[src/rtl/trap_seq.sv]
// ---------------------------------------------------------------------------
// trap_seq -- machine-mode trap / mret sequencer (CLINT side of the CSR file)
//
// Watches the instruction in ID plus the timer interrupt line. On an ecall,
// ebreak or an enabled timer interrupt it stalls the pipeline. It then writes
// mepc, mstatus and mcause through the CSR file's CLINT write port, one per
// cycle, and finally pulses a redirect to mtvec. On mret it rewrites mstatus
// and redirects to mepc.
//
// Ports
//   clk              clock, all state changes on the rising edge
//   rst              asynchronous active-low reset
//   inst_i           instruction currently in ID
//   inst_addr_i      PC of inst_i
//   timer_int_i      level-sensitive timer interrupt request
//   global_int_en_i  mstatus.MIE
//   csr_mtvec_i      current mtvec
//   csr_mepc_i       current mepc
//   csr_mstatus_i    current mstatus
//   we_o             CSR write enable
//   waddr_o          CSR write address (bits [11:0] only)
//   data_o           CSR write data
//   hold_flag_o      pipeline stall request
//   int_assert_o     one-cycle redirect strobe
//   int_addr_o       redirect target, valid with int_assert_o
// ---------------------------------------------------------------------------
module trap_seq #(
  parameter logic [63:0] MCAUSE_TIMER  = 64'h8000_0000_0000_0007,
  parameter logic [63:0] MCAUSE_ECALL  = 64'd11,
  parameter logic [63:0] MCAUSE_EBREAK = 64'd3
) (
  input  logic        clk,
  input  logic        rst,
  input  logic [31:0] inst_i,
  input  logic [63:0] inst_addr_i,
  input  logic        timer_int_i,
  input  logic        global_int_en_i,
  input  logic [63:0] csr_mtvec_i,
  input  logic [63:0] csr_mepc_i,
  input  logic [63:0] csr_mstatus_i,
  output logic        we_o,
  output logic [63:0] waddr_o,
  output logic [63:0] data_o,
  output logic        hold_flag_o,
  output logic        int_assert_o,
  output logic [63:0] int_addr_o
);

  localparam logic [31:0] INST_ECALL  = 32'h0000_0073;
  localparam logic [31:0] INST_EBREAK = 32'h0010_0073;
  localparam logic [31:0] INST_MRET   = 32'h3020_0073;

  localparam logic [63:0] CSR_MSTATUS = 64'h300;
  localparam logic [63:0] CSR_MEPC    = 64'h341;
  localparam logic [63:0] CSR_MCAUSE  = 64'h342;

  typedef enum logic [2:0] {
    IDLE,
    W_MEPC,
    W_MSTATUS,
    W_MCAUSE,
    W_MRET,
    JUMP
  } state_e;

  state_e      r_state;
  logic [63:0] r_epc;
  logic [63:0] r_cause;
  logic        r_ret_to_mepc;   // JUMP target select: 1 = mepc, 0 = mtvec

  logic        w_idle;
  logic        w_is_ecall;
  logic        w_is_ebreak;
  logic        w_is_mret;
  logic        w_timer_take;
  logic        w_take_trap;
  logic        w_take_mret;
  logic [63:0] w_cause;

  assign w_idle       = (r_state == IDLE);
  assign w_is_ecall   = w_idle && (inst_i == INST_ECALL);
  assign w_is_ebreak  = w_idle && (inst_i == INST_EBREAK);
  assign w_is_mret    = w_idle && (inst_i == INST_MRET);
  assign w_timer_take = w_idle && timer_int_i && global_int_en_i;

  // Synchronous exceptions beat mret, and mret beats the timer interrupt.
  // The interrupt stays pending on its input line and is seen again on the
  // first cycle back in IDLE.
  assign w_take_trap  = w_is_ecall || w_is_ebreak || (w_timer_take && !w_is_mret);
  assign w_take_mret  = w_is_mret;
  assign w_cause      = w_is_ecall  ? MCAUSE_ECALL  :
                        w_is_ebreak ? MCAUSE_EBREAK : MCAUSE_TIMER;

  always_ff @(posedge clk or negedge rst) begin
    if (!rst) begin
      r_state       <= IDLE;
      r_epc         <= '0;
      r_cause       <= '0;
      r_ret_to_mepc <= 1'b0;
    end else begin
      case (r_state)
        IDLE: begin
          if (w_take_trap) begin
            r_epc   <= inst_addr_i;
            r_cause <= w_cause;
            r_state <= W_MEPC;
          end else if (w_take_mret) begin
            r_state <= W_MRET;
          end
        end
        W_MEPC:    r_state <= W_MSTATUS;
        W_MSTATUS: r_state <= W_MCAUSE;
        W_MCAUSE: begin
          r_ret_to_mepc <= 1'b0;
          r_state       <= JUMP;
        end
        W_MRET: begin
          r_ret_to_mepc <= 1'b1;
          r_state       <= JUMP;
        end
        JUMP:      r_state <= IDLE;
        default:   r_state <= IDLE;
      endcase
    end
  end

  // Outputs are decoded from the registered state; write data for mstatus and
  // the redirect target track the live CSR values of the current cycle.
  always_comb begin
    we_o         = 1'b0;
    waddr_o      = '0;
    data_o       = '0;
    int_assert_o = 1'b0;
    int_addr_o   = '0;
    case (r_state)
      W_MEPC: begin
        we_o    = 1'b1;
        waddr_o = CSR_MEPC;
        data_o  = r_epc;
      end
      W_MSTATUS: begin
        we_o      = 1'b1;
        waddr_o   = CSR_MSTATUS;
        data_o    = csr_mstatus_i;
        data_o[7] = csr_mstatus_i[3];   // MPIE <= MIE
        data_o[3] = 1'b0;               // MIE  <= 0
      end
      W_MCAUSE: begin
        we_o    = 1'b1;
        waddr_o = CSR_MCAUSE;
        data_o  = r_cause;
      end
      W_MRET: begin
        we_o      = 1'b1;
        waddr_o   = CSR_MSTATUS;
        data_o    = csr_mstatus_i;
        data_o[3] = csr_mstatus_i[7];   // MIE  <= MPIE
        data_o[7] = 1'b1;               // MPIE <= 1
      end
      JUMP: begin
        int_assert_o = 1'b1;
        int_addr_o   = r_ret_to_mepc ? csr_mepc_i : csr_mtvec_i;
      end
      default: ;
    endcase
  end

  // Stall begins in the detection cycle; gated by reset so every output is
  // low while rst is asserted regardless of what sits in ID.
  assign hold_flag_o = rst && (!w_idle || w_take_trap || w_take_mret);

endmodule

[config.mk]
export PLATFORM = sky130hd
export DESIGN_NAME = trap_seq
export DESIGN_NICKNAME = d
export VERILOG_FILES = /design/src/rtl/trap_seq.sv
export SDC_FILE = /design/constraint.sdc
export NUM_CORES = 1
export LEC_CHECK = 0
export CAP_MARGIN = 40
export CORE_AREA = 3 3 189 191
export DETAILED_ROUTE_END_ITERATION = 7
export DIE_AREA = 0 0 192 194
export PLACE_DENSITY = 0.44
export SYNTH_ARGS = -nofsm -noshare
export SYNTH_HDL_FRONTEND = slang
export SYNTH_SLANG_ARGS = --single-unit
[constraint.sdc]
create_clock -name clk -period 4.6 [get_ports clk]
set_input_delay 1.38 -clock clk [delete_from_list [all_inputs] [get_ports clk]]
set_output_delay 1.38 -clock clk [all_outputs]
set_load 0.05 [all_outputs]
==> results_dict.tcl <==
set metrics [dict create \
    status "finished with violations" \
    violations "negative setup slack" \
    crit_slowest_cell "or4_4" \
    drive_gt1_share_pct 19.80 \
    wl_mm 24.66 \
    slew_headroom_pct 53.78 \
    dr.pass1.iters 4 \
    nNetsFinal 1196 \
    syn-cell-area_mm2 0.004975 \
    leakagePower_uw 0.004326 \
    tightest_slew_ns 0.6932 \
    yosys-top-cells-area "dfrtp_1 (36%), mux2_2 (13%), mux2i_1 (13%), a22o_1 (10%), buf_4 (9.4%)" \
    die_area_mm2 0.03725 \
    synth_xor_xnor_area_share_pct 0.7042 \
    clk_pin_slew_ns 0.06 \
    place_congestion 0.6984 \
    grt_max_degree 60 \
    synth_top_area_share_pct 35.71 \
    groute.usage.overall_pct 12.30 \
    synth_edf_count 0 \
    rsz0062_at_grt "true" \
    synth_top_family_by_area "multiplexers" \
    cellPowerDensity_mw_per_mm2 636.0 \
    multi_input_area_mm2 0.002823 \
    hold_path.class "reg -> reg" \
    async_flop_share_pct 100.0 \
    yosysTopAreaCell "dfrtp_1" \
    timing.rr.start "r_state[1]$_DFFE_PN0P_" \
    clockBufferDepth 2 \
    cts_inserted_buffers 9 \
    grt_first_pass_wirelength_mm 34.18 \
    grtUsageMet3_pct 5.117 \
    ys_types 36 \
    antenna_found_initial 3 \
    start_kind "primary input" \
    avgViaCountPerCell 3.754 \
    clock_sinks 71 \
    hp-start "r_cause[1]$_DFFE_PN0P_" \
    fin_crit_sh_pct 100.2 \
    synth_compound_area_share_pct 12.98 \
    r2r_cells 7 \
    cp_max_fo 2 \
    dp_hpwl_mm 19.99 \
    r2r-end "r_epc[46]$_DFFE_PN0P_" \
    fin_crit_ns 4.607 \
    grt_use_met1_pct 13.19 \
    ff_latch_area_mm2 0.001780 \
    ioPinCount 487 \
    crit_required_ns 3.22 \
    fp.dieW_um 192 \
    yosysMostFrequentCell "dfrtp_1" \
    cts_tree "done" \
    path_cells "buf_6 -> or4_4 -> or4_1 -> or4_4 -> o31ai_4 -> o31a_4 -> buf_12" \
    hold_path_depth 1 \
    antenna_left 0 \
    dpl.cell_count 1348 \
    place_worst_setup_slack_ns -0.3419 \
    synth_adder_area_share_pct 0 \
    cts_root_buf "clkbuf_16" \
    syn_avg_cell_area_um2 10.13 \
    wire_per_inst_um 18.06 \
    yosys_warnings 0 \
    synth-simple-area-share_pct 9.331 \
    critPathKind "in -> out" \
    use_met2_pct 22.05 \
    arrival_ns 3.23 \
    max_freq_mhz 217.1 \
    max_cap_violations 0 \
    cts_setup_buffers 0 \
    via_count 5124 \
    synthCells 491 \
    vdd_drop_max_v 0.0003697 \
    overflow 0 \
    first_global_vias 5406 \
    synth_common_cells "dfrtp_1 (71), nor2_1 (69), mux2i_1 (64), buf_4 (62), mux2_2 (59)" \
    finalSetupViolations 1 \
    fin_skew_ns 0.006036 \
    start_util_pct 14.51 \
    ys_ff_latch 71 \
    report.power.total_uw 6254 \
    stdcell_count 1365 \
    holdPathEnd "r_cause[1]$_DFFE_PN0P_" \
    drt_iter0_drc 119 \
    ff2ff_setup_slack_ns 1.56 \
    fill_cells 3619 \
    post-route-util_pct 28.68 \
    clock_latency_ns 0.34 \
    hold_viol 0 \
    synthMuxAreaShare_pct 27.74 \
    yosys_most_used_dff "dfrtp_1" \
    fin_ws_ns -0.007219 \
    post-route-drc-count 0 \
    seq_area_frac_synth_pct 35.71 \
    rows 68 \
    cp_common_cell "or4_4" \
    max_stage_delay_ns 0.53 \
    area_growth_pct 97.66 \
    htree_levels 3 \
    core_region_area_mm2 0.03429 \
    die_h_um 194 \
    io_buffers 427 \
    drv_slew 0 \
    endpoint_kind "output pin" \
    grt.busiest_layer "met2" \
]
sequential cells by signal, indices dropped and copies added, names as in the netlist:
register       flops
r_epc             64
r_cause            3
r_state            3
r_ret_to_mepc      1
layout make-up:
class	instances	area share [%]
Antenna cell	1	0.02545
Clock buffer	12	2.608
Clock inverter	4	0.3054
Inverter	7	0.2672
Multi-Input combinational cell	374	28.71
Sequential cell	71	18.11
Tap cell	455	5.790
Timing Repair Buffer	441	44.19
worst max path at each step:
| stage | start | to | slack, ns | depth (start not counted) |
|---|---|---|---|---|
| after global routing | inst_i[31] | hold_flag_o | -0.04 | 7 |
| after global placement | inst_i[24] | hold_flag_o | -0.35 | 7 |
| after CTS | inst_i[31] | hold_flag_o | -0.16 | 7 |
| after detailed placement | inst_i[24] | hold_flag_o | -0.34 | 7 |
| final | inst_i[31] | hold_flag_o | -0.007 | 7 |
| after floorplan | inst_i[24] | hold_flag_o | -0.18 | 7 |
metrics by stage:
stage                     setup TNS (ns)  instance area (um^2)  hold WS [ns]
after floorplan                  -0.1802                  5210        0.4400
after global placement            -4.660                  9469        0.4559
after detailed placement         -0.3419                  9497        0.4546
after CTS                        -0.1619                  9784        0.4698
after global routing            -0.04449                  9833        0.5195
final                          -0.007219                  9833        0.4670
routing by layer:
metal | up-vias | part of all wire, %
li1 | 2455 | -
met1 | 2371 | 37
met2 | 277 | 50
met3 | 17 | 12
met4 | 4 | 1.3
met5 | - | 0.093
worst max-delay path: cells and delay by family:
| family | cells | cell delay [ns] |
|---|---|---|
| compound gates | 2 | 0.24 |
| buf+inv | 2 | 0.22 |
| simple gates | 3 | 1.38 |
layout by cell type (no fill, tap or decap), types with 2 or more instances in the layout:
cell / instances
conb_1: 59
dlymetal6s2s_1: 6
a22oi_1: 5
a22o_1: 58
buf_4: 73
or4_4: 2
nor2_4: 2
dfrtp_1: 70
nand2b_1: 2
clkbuf_8: 2
buf_12: 9
buf_2: 2
nor4_2: 5
mux2i_1: 64
xnor2_1: 4
inv_1: 7
or3_1: 2
clkdlybuf4s50_1: 348
nor2_1: 67
clkinv_4: 2
mux2_2: 59
mux2_4: 5
clkbuf_16: 9
nand2_1: 9
nor2b_1: 4
o21ai_0: 12
cell families (layout without fill, tap and decap cells):
family / after synthesis / in the layout
buf+inv: 104 / 464
compound gates: 80 / 80
simple gates: 103 / 103
flops: 71 / 71
other cells: 1 / 60
xor+xnor: 4 / 4
mux: 128 / 128
timing repair:
item | 4_1_cts | 5_1_grt
endpoints found under the setup margin | 1 | 1
pin swaps | 4 | 10
resized for setup | 14 | 11
hold buffers | 0 | 0
report_power, final:
group	switching (uW)	internal [uW]	total (uW)	leakage [uW]
clock	281	396	676	0.000139
sequential	278	933	1210	0.000845
combinational	2630	1740	4370	0.00334
(Power assumes the default switching activity.)
